$ cat config.mk
export PLATFORM = sky130hd
export DESIGN_NAME = collision_ctrl
export DESIGN_NICKNAME = d
export VERILOG_FILES = /design/src/rtl/pong_pkg.sv /design/src/rtl/col_pulse.sv /design/src/rtl/collision_ctrl.sv
export SDC_FILE = /design/constraint.sdc
export NUM_CORES = 1
export LEC_CHECK = 0
export BUFFER_PORTS_ARGS = -buffer_cell sky130_fd_sc_hd__buf_2
export CORE_MARGIN = 5
export CORE_UTILIZATION = 25
export CTS_BUF_LIST = sky130_fd_sc_hd__clkbuf_16
export DETAILED_ROUTE_END_ITERATION = 10
export PLACE_DENSITY_LB_ADDON = 0.1
export RECOVER_POWER = 25
export SYNTH_ARGS = -nofsm -noshare
export SYNTH_HDL_FRONTEND = slang
export SYNTH_SLANG_ARGS = --single-unit
$ cat constraint.sdc
create_clock -name clk -period 1.7 [get_ports clk]
set_input_delay 0.085 -clock clk [delete_from_list [all_inputs] [get_ports clk]]
set_output_delay 0.085 -clock clk [all_outputs]
set_load 0.01 [all_outputs]
$ cat src/rtl/pong_pkg.sv
// Shared screen geometry, collision bands and game FSM state type for the
// pong collision/score controller.
package pong_pkg;

   localparam int SCREEN_W = 640;
   localparam int SCREEN_H = 480;

   localparam logic [8:0] Y_WALL_TOP = 9'd10;
   localparam logic [8:0] Y_WALL_BOT = 9'd469;

   localparam logic [9:0] X_PADL_MIN = 10'd30;
   localparam logic [9:0] X_PADL_MAX = 10'd40;
   localparam logic [9:0] X_PADR_MIN = 10'd600;
   localparam logic [9:0] X_PADR_MAX = 10'd610;

   localparam logic [9:0] X_MISS_L = 10'd30;
   localparam logic [9:0] X_MISS_R = 10'd610;

   typedef enum logic [1:0] {
      PLAY        = 2'd0,
      SCORED      = 2'd1,
      WAIT_CENTER = 2'd2,
      OVER        = 2'd3
   } state_t;

   function automatic logic in_band(input logic [9:0] v,
                                    input logic [9:0] lo,
                                    input logic [9:0] hi);
      return (v >= lo) && (v <= hi);
   endfunction

endpackage

$ cat src/rtl/col_pulse.sv
// One collision axis: qualifies a raw detect with a cooldown down-counter and
// emits a registered single-clock flip request.
module col_pulse #(
   parameter int COOL_TICKS = 8
) (
   input  logic clk,
   input  logic reset,
   input  logic i_enable,
   input  logic i_detect,
   input  logic i_clear,
   output logic o_pulse
);

   localparam int CW = (COOL_TICKS < 1) ? 1 : $clog2(COOL_TICKS + 1);

   logic [CW-1:0] r_cnt;
   logic          r_pulse;
   logic          w_idle;
   logic          w_fire;

   assign w_idle = (r_cnt == '0);
   assign w_fire = i_enable && i_detect && w_idle;

   // Counter only moves on ball ticks, so the hold-off tracks ball travel, not time.
   always_ff @(posedge clk) begin
      if (reset) begin
         r_cnt   <= '0;
         r_pulse <= 1'b0;
      end else begin
         r_pulse <= w_fire;
         if (i_clear) begin
            r_cnt <= '0;
         end else if (w_fire) begin
            r_cnt <= CW'(COOL_TICKS);
         end else if (i_enable && !w_idle) begin
            r_cnt <= r_cnt - CW'(1);
         end
      end
   end

   assign o_pulse = r_pulse;

endmodule

$ cat src/rtl/collision_ctrl.sv
// Ball collision detection and score keeping for a two-player pong game.
//
//   state       | meaning
//   ------------+-----------------------------------------------------------
//   PLAY        | ball in play; walls/paddles detected, misses score a point
//   SCORED      | single clock; point pulse, decide game end
//   WAIT_CENTER | wait for the ball to be re-served inside the field
//   OVER        | a player reached WIN_SCORE; frozen until reset
module collision_ctrl
   import pong_pkg::*;
#(
   parameter int WIN_SCORE  = 7,
   parameter int COOL_TICKS = 8,
   parameter int PAD_H      = 80
) (
   input  logic       clk,
   input  logic       reset,
   input  logic       enable,
   input  logic [9:0] xCoord,
   input  logic [8:0] yCoord,
   input  logic [8:0] padL,
   input  logic [8:0] padR,
   output logic       vCol,
   output logic       hCol,
   output logic       point,
   output logic [3:0] scoreL,
   output logic [3:0] scoreR,
   output logic       gameOver
);

   localparam logic [3:0] WIN4 = 4'(WIN_SCORE);

   state_t     r_state;
   state_t     w_state_nxt;
   logic [3:0] r_score_l;
   logic [3:0] r_score_r;
   logic [3:0] w_score_l_nxt;
   logic [3:0] w_score_r_nxt;

   logic       w_in_play;
   logic       w_miss_l;
   logic       w_miss_r;
   logic       w_wall;
   logic [9:0] w_y10;
   logic [9:0] w_padl_top;
   logic [9:0] w_padl_end;
   logic [9:0] w_padr_top;
   logic [9:0] w_padr_end;
   logic       w_hit_l;
   logic       w_hit_r;
   logic       w_det_v;
   logic       w_det_h;
   logic       w_recentred;
   logic       w_clear;
   logic       w_win;
   logic       w_vpulse;
   logic       w_hpulse;

   assign w_in_play = (r_state == PLAY);
   assign w_miss_l  = (xCoord < X_MISS_L);
   assign w_miss_r  = (xCoord > X_MISS_R);
   assign w_wall    = (yCoord <= Y_WALL_TOP) || (yCoord >= Y_WALL_BOT);

   // Paddle spans are compared in 10 bits so padX + PAD_H never wraps.
   assign w_y10      = {1'b0, yCoord};
   assign w_padl_top = {1'b0, padL};
   assign w_padl_end = w_padl_top + 10'(PAD_H);
   assign w_padr_top = {1'b0, padR};
   assign w_padr_end = w_padr_top + 10'(PAD_H);

   assign w_hit_l = in_band(xCoord, X_PADL_MIN, X_PADL_MAX) &&
                    (w_y10 >= w_padl_top) && (w_y10 < w_padl_end);
   assign w_hit_r = in_band(xCoord, X_PADR_MIN, X_PADR_MAX) &&
                    (w_y10 >= w_padr_top) && (w_y10 < w_padr_end);

   // A miss in the same tick wins over any bounce.
   assign w_det_v = w_in_play && !w_miss_l && !w_miss_r && w_wall;
   assign w_det_h = w_in_play && !w_miss_l && !w_miss_r && (w_hit_l || w_hit_r);

   assign w_recentred = in_band(xCoord, X_MISS_L, X_MISS_R);
   assign w_clear     = (r_state == WAIT_CENTER) && w_recentred;
   assign w_win       = (r_score_l == WIN4) || (r_score_r == WIN4);

   col_pulse #(.COOL_TICKS(COOL_TICKS)) u_col_v (
      .clk      (clk),
      .reset    (reset),
      .i_enable (enable),
      .i_detect (w_det_v),
      .i_clear  (w_clear),
      .o_pulse  (w_vpulse)
   );

   col_pulse #(.COOL_TICKS(COOL_TICKS)) u_col_h (
      .clk      (clk),
      .reset    (reset),
      .i_enable (enable),
      .i_detect (w_det_h),
      .i_clear  (w_clear),
      .o_pulse  (w_hpulse)
   );

   always_ff @(posedge clk) begin
      if (reset) begin
         r_state   <= PLAY;
         r_score_l <= 4'd0;
         r_score_r <= 4'd0;
      end else begin
         r_state   <= w_state_nxt;
         r_score_l <= w_score_l_nxt;
         r_score_r <= w_score_r_nxt;
      end
   end

   always_comb begin
      w_state_nxt   = r_state;
      w_score_l_nxt = r_score_l;
      w_score_r_nxt = r_score_r;
      case (r_state)
         PLAY: begin
            if (enable && w_miss_l) begin
               if (r_score_r < WIN4) w_score_r_nxt = r_score_r + 4'd1;
               w_state_nxt = SCORED;
            end else if (enable && w_miss_r) begin
               if (r_score_l < WIN4) w_score_l_nxt = r_score_l + 4'd1;
               w_state_nxt = SCORED;
            end
         end
         SCORED: begin
            w_state_nxt = w_win ? OVER : WAIT_CENTER;
         end
         WAIT_CENTER: begin
            if (w_recentred) w_state_nxt = PLAY;
         end
         OVER: begin
            w_state_nxt = OVER;
         end
         default: begin
            w_state_nxt = PLAY;
         end
      endcase
   end

   assign vCol     = w_vpulse && (r_state != OVER);
   assign hCol     = w_hpulse && (r_state != OVER);
   assign point    = (r_state == SCORED);
   assign gameOver = (r_state == OVER);
   assign scoreL   = r_score_l;
   assign scoreR   = r_score_r;

endmodule

==> impl_metrics.py, run 1 <==
metrics = {
    "status": {
        "status": "finished with violations",
        "violations": "negative setup slack",
    },
    "place": {
        "dpl.hpwl_um": 4480,
        "dp_slack_ps": -306,
        "portBuffers": 51,
        "gp_congestion": 0.748,
        "placed_cells": 420,
    },
    "detailed_routing": {
        "postRouteAntennaNets": 0,
        "wl_per_cell_um": 12.6,
        "dr.pass1.iters": 5,
        "routed_wl_um": 5470,
        "drt_iter0_drc": 69,
        "drc": 0,
        "viasPerCell": 4.59,
        "vias": 1998,
    },
    "clock_tree": {
        "clock_tree.root_cell": "clkbuf_16",
        "h-tree-depth": 1,
        "cts_tree": "done",
        "cts.clk_slew.worst_paths_ps": 60,
        "cts_buffers": 3,
        "clkSinkCount": 20,
        "ctsLongestPathBuffers": 2,
        "clk_latency_ps": 250,
        "holdBufCountCts": 0,
    },
    "critical_path": {
        "crit_family": "simple AND/OR/NAND/NOR gates",
        "worst-path-buf-inv": 1,
        "cp_max_fo": 3,
        "cp-start-kind": "register",
        "endpoint_kind": "register",
        "slowest_stage": "or3b_4",
        "critPathMaxStageDelay_ps": 390,
        "cp.required_ps": 1840,
        "path_cells": "inv_2, ha_4, or3b_4, nor2_4, nand3_4, nor3_4, a211o_1, nor2_1",
        "cp_data_arrival_time_ps": 1900,
        "criticalPathCategory": "register to register",
    },
    "yosys": {
        "syn_avg_cell_area_um2": 8.19,
        "netlist_area_um2": 1950,
        "yosys.area_share.simple_pct": 22.1,
        "yosys_most_used_dff": "dfxtp_1",
        "yosysTopAreaCell": "ha_1",
        "synthAdderAreaFrac_pct": 23.1,
        "synthXorXnorAreaFrac_pct": 5.84,
        "synthesis.nets": 314,
        "yosysTopAreaCellShare_pct": 23.1,
        "synth-edff-count": 0,
        "synth_compound_area_share_pct": 22.5,
        "synth_mux_area_share_pct": 0.514,
        "synth_commonest_cells": "ha_1, inv_1, a21oi_1, dfxtp_1, nor2_1",
        "ys_seq_area_share_pct": 20.6,
        "synth.area.top_cells": "ha_1, dfxtp_1, a21oi_1",
        "synth.ff_latch_count": 20,
        "synth_top_family_by_area": "adder cells",
        "yosysMostFrequentCell": "ha_1",
        "postSynthCellCount": 238,
        "yosysWarnings": 0,
        "synthArstFlopShare_pct": 0,
        "synth_cell_types": 48,
    },
    "pwr": {
        "power.density_nw_per_um2": 882,
        "leakage_uw": 0.00133,
        "seq_power_share_pct": 24.9,
        "peakVddDrop_mv": 0.347,
        "pwr-share-clk_pct": 25.7,
        "internal-power_uw": 1690,
        "p_sw_share_pct": 32.4,
        "p_switching_uw": 814,
        "pwr-share-comb_pct": 49.4,
    },
    "sta": {
        "slew_headroom_pct": 72.3,
        "slew_viol_final": 0,
        "max_freq_mhz": 568,
        "skew_ps": 8.05,
        "fin_ws_ps": -61.1,
        "report.final.setup_viol": 4,
        "tightestPinTransition_ps": 411,
        "hold_viol": 0,
        "rsz0062_at_grt": "true",
        "min_period_ps": 1760,
        "finalCritPeriodShare_pct": 104,
        "totalNegativeSetupSlack_ps": -192,
        "whs_ps": 198,
    },
    "cells_and_area": {
        "insertedDiodeCount": 0,
        "drive_above_1_share_pct": 35.1,
        "final_nets": 410,
        "fillCellCount": 820,
        "ff_latch_area_um2": 403,
        "layout-area-overhead-vs-synth_pct": 45.9,
        "multi_input_area_um2": 1550,
        "stdcell_count": 435,
    },
    "floorplan": {
        "start_util_pct": 25.5,
        "die_area_um2": 9660,
        "rows": 32,
        "die_w_um": 98.3,
        "coreArea_um2": 7650,
        "die_h_um": 98.3,
        "io_pins": 52,
    },
    "global_routing": {
        "grt-ovfl-total": 0,
        "grt_pass1_wl_um": 9340,
        "grt_pass1_vias": 2006,
        "grt_antenna_before_repair": 0,
        "grt_use_total_pct": 11.6,
        "grt_max_degree": 17,
    },
    "job": {
        "maxCapViolCount": 0,
    },
    "hold_path": {
        "hp-class": "input port to register",
    },
}
## worst register-to-register path, stage by stage, from the launching register on
cell	delay, ps
dfxtp_2	320
inv_2	70
ha_4	120
or3b_4	390
nor2_4	130
nand3_4	120
nor3_4	240
a211o_1	200
nor2_1	50
## per-stage QoR
stage,instance area (um^2),util (%),power [uW]
floorplan,1970,-,1240
global placement,2570,33.6,1610
detailed placement,2570,33.6,1610
CTS,2800,36.6,2480
global route,2840,37.2,2720
finish,2840,37.2,2510
## worst paths after layout
check | startpoint | to | slack, ps | depth (start not counted)
worst max-delay path | u_col_h.r_cnt[0] | u_col_h.r_cnt[0] | -60 | 8
worst min-delay path | reset | scoreR[0] | 200 | 2
worst max register to register | u_col_h.r_cnt[0] | u_col_h.r_cnt[0] | -60 | 8
worst min register to register | scoreR[1] | scoreR[1] | 510 | 2
## cell type report
cell class                 count  share of cell area [%]
inverter                      27                    3.57
clock buffer                   3                    2.64
tap                          102                    4.49
timing repair buffer          92                    19.6
multi-input combinational    190                    54.5
sequential                    20                    14.2
clock inverter                 1                    1.06
## registers in the layout, indices dropped and copies added (netlist names)
name and flops:
u_col_h.r_cnt 4, u_col_h.o_pulse 1, scoreR 4, u_col_v.o_pulse 1
r_state 2, scoreL 4, u_col_v.r_cnt 4
## power groups by stage
stage                     Sequential [uW]  Clock, uW  Combinational [uW]
after global placement                625          0                 988
after global routing                  641        688                1390
final                                 625        644                1240
after CTS                             625        661                1190
after detailed placement              623          0                 982
after floorplan                       613          0                 628
## timing repair
action,4_1_cts,5_1_grt
pin swaps,3,6
setup buffers,12,0
setup endpoints to repair,8,8
resized for setup,11,12
## cell usage in the layout, fill, tap and decap left out, drive strengths merged, types with 4 or more instances in the layout
cell / count
nand3: 6
nand2: 13
a21oi: 25
nor2b: 7
xnor2: 7
buf: 86
a31oi: 4
o21ai: 9
xor2: 6
a21o: 4
inv: 27
nor2: 20
dfxtp: 20
nor3: 5
clkbuf: 9
nor4: 4
a211o: 4
a211oi: 4
ha: 36
## cell families (layout without fill, tap and decap cells)
family | Yosys count | count (layout)
xor+xnor | 13 | 13
simple gates | 74 | 74
buf+inv | 28 | 123
flops | 20 | 20
fa+ha+maj | 36 | 36
mux | 1 | 1
compound gates | 66 | 66
## layer usage
metal	share of wire, %	vias up	wire length (um)	GRT usage [%]
met5	0	-	0	0
met4	0.53	0	29	2.52
met3	3.1	2	171	1.36
met2	48	34	2650	19.7
met1	48	910	2620	15.7
li1	-	1052	-	-
No activity file was read; power rests on OpenSTA's default activity.
==> inputs of run 2 (changes only) <==
BUFFER_PORTS_ARGS = -buffer_cell sky130_fd_sc_hd__buf_4   (was -buffer_cell sky130_fd_sc_hd__buf_2)
==> impl_metrics.py, run 2 (synthesized netlist as in run 1, its figures left out) <==
metrics = {
    "status": {
        "status": "finished with violations",
        "violations": "negative setup slack",
    },
    "sta": {
        "hold_viol": 0,
        "min_period_ps": 1700,
        "report.final.setup_viol": 1,
        "skew_ps": 7.02,
        "max_freq_mhz": 588,
        "tightestPinTransition_ps": 439,
        "rsz0062_at_grt": "true",
        "finalCritPeriodShare_pct": 100,
        "fin_ws_ps": -1.56,
        "slew_headroom_pct": 70.5,
        "slew_viol_final": 0,
    },
    "cells_and_area": {
        "layout-area-overhead-vs-synth_pct": 56.0,
        "insertedDiodeCount": 0,
        "final_common_cell": "buf_4",
        "final_nets": 409,
        "utilization_pct": 39.7,
        "drive_above_1_share_pct": 37.3,
        "mostFrequentLayoutCells": "buf_4, ha_1, inv_1",
        "ff_latch_area_um2": 403,
        "fillCellCount": 804,
        "stdcell_count": 434,
        "design_area_um2": 3040,
        "multi_input_area_um2": 1630,
    },
    "clock_tree": {
        "clk_latency_ps": 250,
        "ctsLongestPathBuffers": 2,
        "clock_tree.root_cell": "clkbuf_16",
        "cts.clk_slew.worst_paths_ps": 60,
        "h-tree-depth": 1,
        "cts_tree": "done",
        "clkSinkCount": 20,
        "cts_buffers": 3,
    },
    "global_routing": {
        "grt_pass1_vias": 1970,
        "grt_antenna_before_repair": 0,
        "grt_use_total_pct": 11.5,
        "grt-ovfl-total": 0,
        "grt_max_degree": 17,
        "grt_pass1_wl_um": 9320,
    },
    "detailed_routing": {
        "dr.pass1.iters": 4,
        "drc": 0,
        "drt_iter0_drc": 33,
        "vias": 1968,
        "postRouteAntennaNets": 0,
        "wl_per_cell_um": 12.6,
        "routed_wl_um": 5470,
        "viasPerCell": 4.53,
    },
    "floorplan": {
        "coreArea_um2": 7650,
        "die_h_um": 98.3,
        "start_util_pct": 25.5,
        "die_w_um": 98.3,
        "rows": 32,
        "io_pins": 52,
        "die_area_um2": 9660,
    },
    "critical_path": {
        "crit_family": "simple AND/OR/NAND/NOR gates",
        "endpoint_kind": "register",
        "critPathMaxStageDelay_ps": 390,
        "cp.required_ps": 1840,
        "cp_max_fo": 3,
        "worst-path-buf-inv": 1,
        "cp-start-kind": "register",
        "slowest_stage": "or3b_4",
        "path_cells": "inv_2, ha_4, or3b_4, nor2_4, nand3_4, nor4_4, a211o_1, nor2_1",
        "worstSetupStartpoint": "u_col_h.r_cnt[0]",
        "rr_worst_depth": 8,
        "criticalPathCategory": "register to register",
        "cp_data_arrival_time_ps": 1840,
        "path_depth": 8,
        "r2r-start": "u_col_h.r_cnt[0]",
    },
    "place": {
        "gp_congestion": 0.747,
        "place_area_um2": 2750,
        "dp_slack_ps": -311,
        "dpl.hpwl_um": 4620,
        "placed_cells": 427,
        "portBuffers": 51,
    },
    "pwr": {
        "power.density_nw_per_um2": 826,
        "peakVddDrop_mv": 0.302,
        "finalPower_uw": 2510,
        "leakage_uw": 0.00137,
    },
    "hold_path": {
        "min_path_cells": 2,
        "min-delay-start": "reset",
        "hp-class": "input port to register",
    },
    "job": {
        "maxCapViolCount": 0,
    },
}
==> run 2: cell types whose count changed in the layout (fill, tap and decap cells not counted), sizes merged <==
cell / delta
clkbuf: +1
buf: -2
==> run 2: layout make-up <==
cell class	instances	share of cell area, %
timing repair buffer	91	22.0
tap	102	4.20
sequential	20	13.3
clock inverter	1	0.988
inverter	27	3.33
multi-input combinational	190	53.8
clock buffer	3	2.47
==> run 2: routing by layer <==
metal | global-route usage [%] | part of all wire [%] | up-vias
li1 | - | - | 1052
met1 | 16.4 | 50 | 880
met2 | 18.3 | 46 | 34
met3 | 1.93 | 3.3 | 2
met4 | 2.52 | 0.53 | 0
met5 | 0 | 0 | -
==> run 2: where the power goes <==
part | leakage, uW | internal [uW] | switching, uW
Sequential | 0.000163 | 554 | 77.7
Clock | 0.0000511 | 467 | 179
Combinational | 0.00116 | 665 | 568
==> run 2: per-stage QoR <==
stage | TNS (ps) | hold slack (ps)
5_1_grt | -254 | 158
6_report | -1.56 | 138
2_1_floorplan | 0 | 154
4_1_cts | -1.03 | 139
3_5_place_dp | -1390 | 411
3_3_place_gp | -1260 | 406
==> run 2: repair_timing <==
| item | CTS | global route |
|---|---|---|
| pin swaps | 8 | 16 |
| setup endpoints to repair | 8 | 6 |
| resized for setup | 18 | 23 |
| hold buffers | 0 | 0 |
| buffers inserted | 0 | 4 |
==> run 2: final timing paths <==
kind                                         end  slack (ps)
worst max-delay path            u_col_h.r_cnt[1]          -2
worst min-delay path                  r_state[0]         140
worst max register to register  u_col_h.r_cnt[1]          -2
worst min register to register         scoreR[1]         500
